===== config.mk =====
export PLATFORM = sky130hd
export DESIGN_NAME = uart_tx_from_ram
export DESIGN_NICKNAME = d
export VERILOG_FILES = /design/src/rtl/uart_pkg.sv /design/src/rtl/uart_tx_serializer.sv /design/src/rtl/uart_tx_from_ram.sv
export SDC_FILE = /design/constraint.sdc
export NUM_CORES = 1
export LEC_CHECK = 0
export CAP_MARGIN = 30
export CORE_MARGIN = 1
export CORE_UTILIZATION = 52
export DETAILED_ROUTE_END_ITERATION = 8
export DONT_BUFFER_PORTS = 1
export GPL_TIMING_DRIVEN = 0
export PLACE_DENSITY = 0.69
export SLEW_MARGIN = 10
export SYNTH_ARGS = -nofsm -noshare
export SYNTH_HDL_FRONTEND = slang
export SYNTH_HIERARCHICAL = 1
export SYNTH_SLANG_ARGS = --single-unit

===== constraint.sdc =====
create_clock -name sys_clk -period 3.15 [get_ports sys_clk]
set_input_delay 0.315 -clock sys_clk [delete_from_list [all_inputs] [get_ports sys_clk]]
set_output_delay 0.315 -clock sys_clk [all_outputs]
set_load 0.005 [all_outputs]

===== src/rtl/uart_pkg.sv =====
// Shared UART definitions: FSM state encoding, baud divisor helper and
// the 8N1 frame constants. Used by both the transmit and receive sides.
package uart_pkg;

    // 8N1 framing: one start bit, eight data bits, one stop bit.
    localparam int UART_DATA_BITS = 8;
    localparam int UART_STOP_BITS = 1;

    // Transfer states. The serializer owns START_BIT/DATA_BITS/STOP_BIT,
    // the RAM-reading top owns IDLE/FETCH/DONE.
    typedef enum logic [2:0] {
        S_IDLE      = 3'd0,
        S_FETCH     = 3'd1,
        S_START_BIT = 3'd2,
        S_DATA_BITS = 3'd3,
        S_STOP_BIT  = 3'd4,
        S_DONE      = 3'd5
    } state_t;

    // Clock cycles per bit; integer division, the truncation error is the
    // only timing error since the baud counter reloads on every bit.
    function automatic int clks_per_bit(input int clk_hz, input int baud);
        return clk_hz / baud;
    endfunction

endpackage


===== src/rtl/uart_tx_serializer.sv =====
// 8N1 serializer: accepts one byte over a valid/ready input and shifts it
// onto the line LSB first, framed by a start bit and a stop bit.
//
// Handshake: a byte moves on any sys_clk edge where i_byte_valid and
// o_byte_ready are both high. o_byte_ready is high only while the line is
// idle. The producer must hold i_byte stable while i_byte_valid is high.
// On the accepting edge the line is driven low (start bit begins).
module uart_tx_serializer
    import uart_pkg::*;
#(
    parameter int CLKS_PER_BIT = 434
) (
    input  logic       sys_clk,
    input  logic       sys_rst_n,
    input  logic       i_byte_valid,
    output logic       o_byte_ready,
    input  logic [7:0] i_byte,
    output logic       o_uart_txd,
    output logic       o_stop_last,
    output state_t     o_state
);

    localparam int BAUD_W = (CLKS_PER_BIT > 1) ? $clog2(CLKS_PER_BIT) : 1;
    localparam logic [BAUD_W-1:0] BAUD_LAST = BAUD_W'(CLKS_PER_BIT - 1);
    localparam logic [2:0] BIT_LAST = 3'(UART_DATA_BITS - 1);

    if (CLKS_PER_BIT < 1) begin : g_bad_baud
        $error("uart_tx_serializer: CLKS_PER_BIT must be at least 1");
    end
    if (UART_STOP_BITS != 1) begin : g_bad_stop
        $error("uart_tx_serializer: only one stop bit is supported");
    end

    state_t            r_state;
    logic [BAUD_W-1:0] r_baud_cnt;
    logic [2:0]        r_bit_cnt;
    logic [7:0]        r_shift;
    logic              r_txd;
    logic              w_bit_end;

    assign w_bit_end    = (r_baud_cnt == BAUD_LAST);
    assign o_byte_ready = (r_state == S_IDLE);
    // High during the final cycle of the stop bit; the line is free after
    // the next edge.
    assign o_stop_last  = (r_state == S_STOP_BIT) && w_bit_end;
    assign o_uart_txd   = r_txd;
    assign o_state      = r_state;

    // Frame sequencer: one baud counter reloaded at every bit boundary.
    always_ff @(posedge sys_clk or negedge sys_rst_n) begin
        if (!sys_rst_n) begin
            r_state    <= S_IDLE;
            r_baud_cnt <= '0;
            r_bit_cnt  <= '0;
            r_shift    <= '0;
            r_txd      <= 1'b1;
        end else begin
            case (r_state)
                S_IDLE: begin
                    r_txd <= 1'b1;
                    if (i_byte_valid) begin
                        r_shift    <= i_byte;
                        r_txd      <= 1'b0;
                        r_baud_cnt <= '0;
                        r_state    <= S_START_BIT;
                    end
                end
                S_START_BIT: begin
                    if (w_bit_end) begin
                        r_baud_cnt <= '0;
                        r_bit_cnt  <= '0;
                        r_txd      <= r_shift[0];
                        r_shift    <= {1'b0, r_shift[7:1]};
                        r_state    <= S_DATA_BITS;
                    end else begin
                        r_baud_cnt <= r_baud_cnt + BAUD_W'(1);
                    end
                end
                S_DATA_BITS: begin
                    if (w_bit_end) begin
                        r_baud_cnt <= '0;
                        if (r_bit_cnt == BIT_LAST) begin
                            r_txd   <= 1'b1;
                            r_state <= S_STOP_BIT;
                        end else begin
                            r_bit_cnt <= r_bit_cnt + 3'd1;
                            r_txd     <= r_shift[0];
                            r_shift   <= {1'b0, r_shift[7:1]};
                        end
                    end else begin
                        r_baud_cnt <= r_baud_cnt + BAUD_W'(1);
                    end
                end
                S_STOP_BIT: begin
                    r_txd <= 1'b1;
                    if (w_bit_end) begin
                        r_baud_cnt <= '0;
                        r_state    <= S_IDLE;
                    end else begin
                        r_baud_cnt <= r_baud_cnt + BAUD_W'(1);
                    end
                end
                default: begin
                    r_baud_cnt <= '0;
                    r_txd      <= 1'b1;
                    r_state    <= S_IDLE;
                end
            endcase
        end
    end

endmodule


===== src/rtl/uart_tx_from_ram.sv =====
// Reads NUM_BYTES bytes from a synchronous RAM starting at BASE_ADDR and
// sends them over the UART as 8N1. Start is a level request; done is a
// level held until start drops. Dropping start between bytes aborts the
// transfer, but a frame in flight always completes.
module uart_tx_from_ram
    import uart_pkg::*;
#(
    parameter int CLK_HZ    = 50_000_000,
    parameter int BAUD      = 115200,
    parameter int ADDR_W    = 15,
    parameter int BASE_ADDR = 0,
    parameter int NUM_BYTES = 32,
    parameter int RD_LAT    = 1
) (
    input  logic              sys_clk,
    input  logic              sys_rst_n,
    input  logic              i_start,
    input  logic [7:0]        i_rd_data,
    output logic [ADDR_W-1:0] o_rd_addr,
    output logic              o_uart_txd,
    output logic              o_busy,
    output logic              o_done,
    output state_t            o_state
);

    localparam int CLKS_PER_BIT = clks_per_bit(CLK_HZ, BAUD);
    localparam int CNT_W = (NUM_BYTES > 1) ? $clog2(NUM_BYTES) : 1;
    localparam logic [CNT_W-1:0] LAST_BYTE = CNT_W'(NUM_BYTES - 1);
    localparam logic [1:0] LAT_LAST = 2'(RD_LAT);
    localparam longint LAST_ADDR = longint'(BASE_ADDR) + longint'(NUM_BYTES) - 64'sd1;
    localparam longint ADDR_SPAN = longint'(1) << ADDR_W;

    if (NUM_BYTES < 1) begin : g_bad_num
        $error("uart_tx_from_ram: NUM_BYTES must be at least 1");
    end
    if (RD_LAT < 1 || RD_LAT > 2) begin : g_bad_lat
        $error("uart_tx_from_ram: RD_LAT must be 1 or 2");
    end
    if (BASE_ADDR < 0 || LAST_ADDR >= ADDR_SPAN) begin : g_bad_addr
        $error("uart_tx_from_ram: address range does not fit in ADDR_W");
    end
    if (CLKS_PER_BIT < 1) begin : g_bad_baud
        $error("uart_tx_from_ram: BAUD exceeds CLK_HZ");
    end

    // The top parks in S_START_BIT while the serializer owns the line;
    // o_state then reports the serializer's own phase.
    state_t            r_state;
    logic [ADDR_W-1:0] r_rd_addr;
    logic [CNT_W-1:0]  r_byte_cnt;
    logic [1:0]        r_lat_cnt;
    logic              r_busy;
    logic              r_done;

    logic   w_byte_valid;
    logic   w_byte_ready;
    logic   w_stop_last;
    state_t w_ser_state;

    // RAM data is valid RD_LAT cycles after the address settles; the
    // extra cycle accounts for the address being registered itself.
    assign w_byte_valid = (r_state == S_FETCH) && (r_lat_cnt == LAT_LAST);

    assign o_rd_addr = r_rd_addr;
    assign o_busy    = r_busy;
    assign o_done    = r_done;
    assign o_state   = (r_state == S_START_BIT) ? w_ser_state : r_state;

    uart_tx_serializer #(
        .CLKS_PER_BIT (CLKS_PER_BIT)
    ) u_serializer (
        .sys_clk      (sys_clk),
        .sys_rst_n    (sys_rst_n),
        .i_byte_valid (w_byte_valid),
        .o_byte_ready (w_byte_ready),
        .i_byte       (i_rd_data),
        .o_uart_txd   (o_uart_txd),
        .o_stop_last  (w_stop_last),
        .o_state      (w_ser_state)
    );

    // Transfer control: start accept, RAM fetch wait, byte sequencing, done.
    always_ff @(posedge sys_clk or negedge sys_rst_n) begin
        if (!sys_rst_n) begin
            r_state    <= S_IDLE;
            r_rd_addr  <= '0;
            r_byte_cnt <= '0;
            r_lat_cnt  <= '0;
            r_busy     <= 1'b0;
            r_done     <= 1'b0;
        end else begin
            case (r_state)
                S_IDLE: begin
                    if (i_start) begin
                        r_rd_addr  <= ADDR_W'(BASE_ADDR);
                        r_byte_cnt <= '0;
                        r_lat_cnt  <= '0;
                        r_busy     <= 1'b1;
                        r_state    <= S_FETCH;
                    end
                end
                S_FETCH: begin
                    if (w_byte_valid && w_byte_ready) begin
                        r_state <= S_START_BIT;
                    end else if (r_lat_cnt != LAT_LAST) begin
                        r_lat_cnt <= r_lat_cnt + 2'd1;
                    end
                end
                S_START_BIT: begin
                    if (w_stop_last) begin
                        if (r_byte_cnt == LAST_BYTE) begin
                            r_done  <= 1'b1;
                            r_state <= S_DONE;
                        end else if (!i_start) begin
                            r_busy  <= 1'b0;
                            r_state <= S_IDLE;
                        end else begin
                            r_rd_addr  <= r_rd_addr + ADDR_W'(1);
                            r_byte_cnt <= r_byte_cnt + CNT_W'(1);
                            r_lat_cnt  <= '0;
                            r_state    <= S_FETCH;
                        end
                    end
                end
                S_DONE: begin
                    // A start still held high here never retriggers.
                    if (!i_start) begin
                        r_done  <= 1'b0;
                        r_busy  <= 1'b0;
                        r_state <= S_IDLE;
                    end
                end
                default: begin
                    r_busy  <= 1'b0;
                    r_done  <= 1'b0;
                    r_state <= S_IDLE;
                end
            endcase
        end
    end

endmodule


==> impl_metrics.py <==
metrics = {
    "floorplan": {
        "die_w_um": 75.5,
        "start_util_pct": 54.4,
        "die_y_um": 75.5,
        "dieArea_mm2": 0.00571,
        "ioPinCount": 32,
        "coreArea_mm2": 0.00517,
        "row_count": 26,
    },
    "grt": {
        "grt_max_degree": 52,
        "grt.total_usage_pct": 21.4,
        "grt_first_pass_wirelength_mm": 9.16,
        "grt_pass1_vias": 1950,
        "grt_overflow_total": 0,
        "antenna_found_initial": 0,
    },
    "yosys": {
        "synth_seq_area_share_pct": 45.4,
        "ys_top_cells_by_area": "dfrtp_1, nand2_1, ha_1",
        "synth_largest_area_cell": "dfrtp_1",
        "syn-num-nets": 310,
        "synth_top_area_share_pct": 44.5,
        "netlist_area_mm2": 0.00281,
        "ys.flop_type": "dfrtp_1",
        "ys_async_sr_fraction_pct": 100,
        "syn_inst": 291,
        "synth.distinct_cells": 57,
        "yosys_warnings": 6,
        "avgSynthCellArea_um2": 9.67,
        "ys_seq_elements": 51,
        "yosysMostFrequentCell": "dfrtp_1",
        "synth_edf_count": 0,
        "synth_commonest_cells": "dfrtp_1, nand2_1, nor2_1, a21oi_1, nand3_1",
    },
    "setup_path": {
        "cp-end-kind": "flop",
        "reg2reg_setup_slack_ns": 0.49,
        "r2r_end": "o_rd_addr[10]",
        "cp-endpoint": "o_rd_addr[10]",
        "worstPathMaxFanout": 10,
        "crit_arrival_ns": 2.91,
        "crit_start": "u_serializer/o_state[1]",
        "path_cells": "buf_2, or3b_2, nor2_1, nand2b_1, clkbuf_2, a2111o_1, or4_1, nand2_1",
        "crit_path_start_kind": "flop",
        "regToRegStartpoint": "u_serializer/o_state[1]",
        "r2r_cells": 8,
        "cpMaxStageDelayCell": "a2111o_1",
        "worstSetupPathType": "flop to flop",
        "cpPeakStageDelay_ns": 0.50,
        "cp.required_ns": 3.40,
    },
    "sta": {
        "tightest_slew_ns": 0.875,
        "min_period_over_period_pct": 84.3,
        "finalSetupViolCount": 0,
        "fin_crit_ns": 2.66,
        "rsz0062_at_grt": "false",
        "timing.hold.ws_ns": 0.153,
        "finalClockSkew_ns": 0.00779,
        "relSlewSlack_pct": 40.9,
        "fin_tns_setup_ns": 0,
        "clock.fmax_mhz": 376,
        "finalHoldViolCount": 0,
        "drv_slew": 0,
    },
    "cts": {
        "cts_setup_buffers": 0,
        "clk_path_buf_depth": 2,
        "cts_tree": "built",
        "clkTransAtPathRegs_ns": 0.09,
        "clock-sinks": 51,
        "worstSkewPairLatency_ns": 0.31,
        "numCtsBuffers": 5,
        "htree_levels": 2,
        "root_buffer": "clkbuf_8",
    },
    "placed_design": {
        "io_buffer_count": 0,
        "hpwl_mm": 4.01,
        "gp_congestion": 0.768,
    },
    "routing": {
        "wl_per_cell_um": 15.3,
        "ant_nets": 0,
        "vias": 2151,
        "drt_pass1_iterations": 4,
        "drt_iter0_drc": 139,
        "routed_via_density": 5.81,
        "remaining_drc_errors": 0,
        "drt-total-wl_mm": 5.67,
    },
    "power_and_ir_drop": {
        "power.total_mw": 1.84,
        "powerDensity_mw_per_mm2": 607,
        "peakVddDrop_mv": 0.458,
        "p_leak_nw": 1.31,
    },
    "job": {
        "drv_cap": 0,
    },
    "final_layout": {
        "area_growth_pct": 7.56,
        "final_nets": 319,
        "antennaDiodeCount": 0,
        "final_layout_size_suffix_gt1_share_pct": 12.7,
        "fin_util_pct": 58.5,
    },
    "worst_hold_path": {
        "hold_path_class": "primary input to flop",
    },
    "outcome": {
        "status": "completed",
    },
}
placed cells by master (no fill, tap or decap), types with 2 or more instances in the layout:
cell type	n
nor3b_1	2
a211oi_1	4
inv_1	12
nand2_1	30
clkbuf_1	8
buf_6	2
nor3_1	5
or2_2	2
or3_1	5
o311ai_0	2
a21oi_1	17
xnor2_1	11
ha_1	8
mux2_2	8
nor2_1	25
clkbuf_8	6
o21ai_0	14
o41ai_1	2
mux2i_1	3
dfrtp_1	50
nand4_1	5
o22ai_1	4
nor2b_1	2
mux2_4	6
and3_1	2
nand2b_1	6
or4_1	4
buf_2	4
nand3_1	17
o31ai_1	3
cell type report:
type | instances | area [µm²]
multi-input combinational | 213 | 1410
fill | 460 | 2150
tap | 70 | 87.6
clock buffer | 6 | 82.6
timing repair buffer | 2 | 37.5
sequential | 51 | 1280
inverter | 12 | 45.0
clock inverter | 1 | 5.00
buffer | 15 | 77.6
worst max-delay path, delay by kind of cell, from the launching register on:
| kind | cells | cell delay (ns) |
|---|---|---|
| buffers and inverters | 2 | 0.37 |
| DFF | 1 | 0.38 |
| AOI/OAI and AO/OA | 1 | 0.50 |
| and+or+nand+nor | 5 | 1.35 |
how the worst min path moves through the flow:
stage	cells past startpoint	from	to	slack (ns)
after floorplan	0	sys_rst_n	o_busy	0.02
after global placement	0	sys_rst_n	o_rd_addr[11]	0.02
after detailed placement	0	sys_rst_n	o_rd_addr[11]	0.02
after CTS	2	i_start	o_busy	0.15
after global routing	2	i_start	o_busy	0.15
final	2	i_start	o_busy	0.15
stage by stage:
step | std cells | worst slack [ns] | cell area [µm²]
after floorplan | 291 | 0.815 | 2810
after global placement | 361 | 0.559 | 2900
after detailed placement | 361 | 0.546 | 2900
after CTS | 370 | 0.514 | 3030
after global routing | 370 | 0.367 | 3030
final | 370 | 0.494 | 3030
power by group:
| group | internal, mW | switching (mW) |
|---|---|---|
| logic | 0.281 | 0.299 |
| registers | 0.777 | 0.0994 |
| clock network | 0.173 | 0.208 |
| total | 1.23 | 0.606 |
timing repair:
action                                 4_1_cts  5_1_grt
hold buffers                                 2        0
endpoints found under the hold margin       51        0
gates resized for setup                      0        0
per-layer routing:
layer,GRT usage [%],routed length (µm)
met1,27.6,2640
met2,35.4,2760
met3,5.16,180
met4,7.20,91
met5,0,0
cell families after synthesis:
family	Yosys count	synth area share, %
AOI/OAI and AO/OA	60	13.8
xor gates and xnor gates	12	3.74
adders and majority gates	8	3.56
buffers and inverters	27	4.36
DFF	51	45.4
muxes	17	7.47
and+or+nand+nor	116	21.6
state kept, by name, summed over array words and instances, names as in the netlist, 2 cells and up:
name                     cells
r_state                      3
u_serializer/r_bit_cnt       3
u_serializer/o_state         3
u_serializer/r_baud_cnt      9
r_byte_cnt                   5
o_rd_addr                   15
r_lat_cnt                    2
u_serializer/r_shift         8
Power figures use the tool's default switching activity.
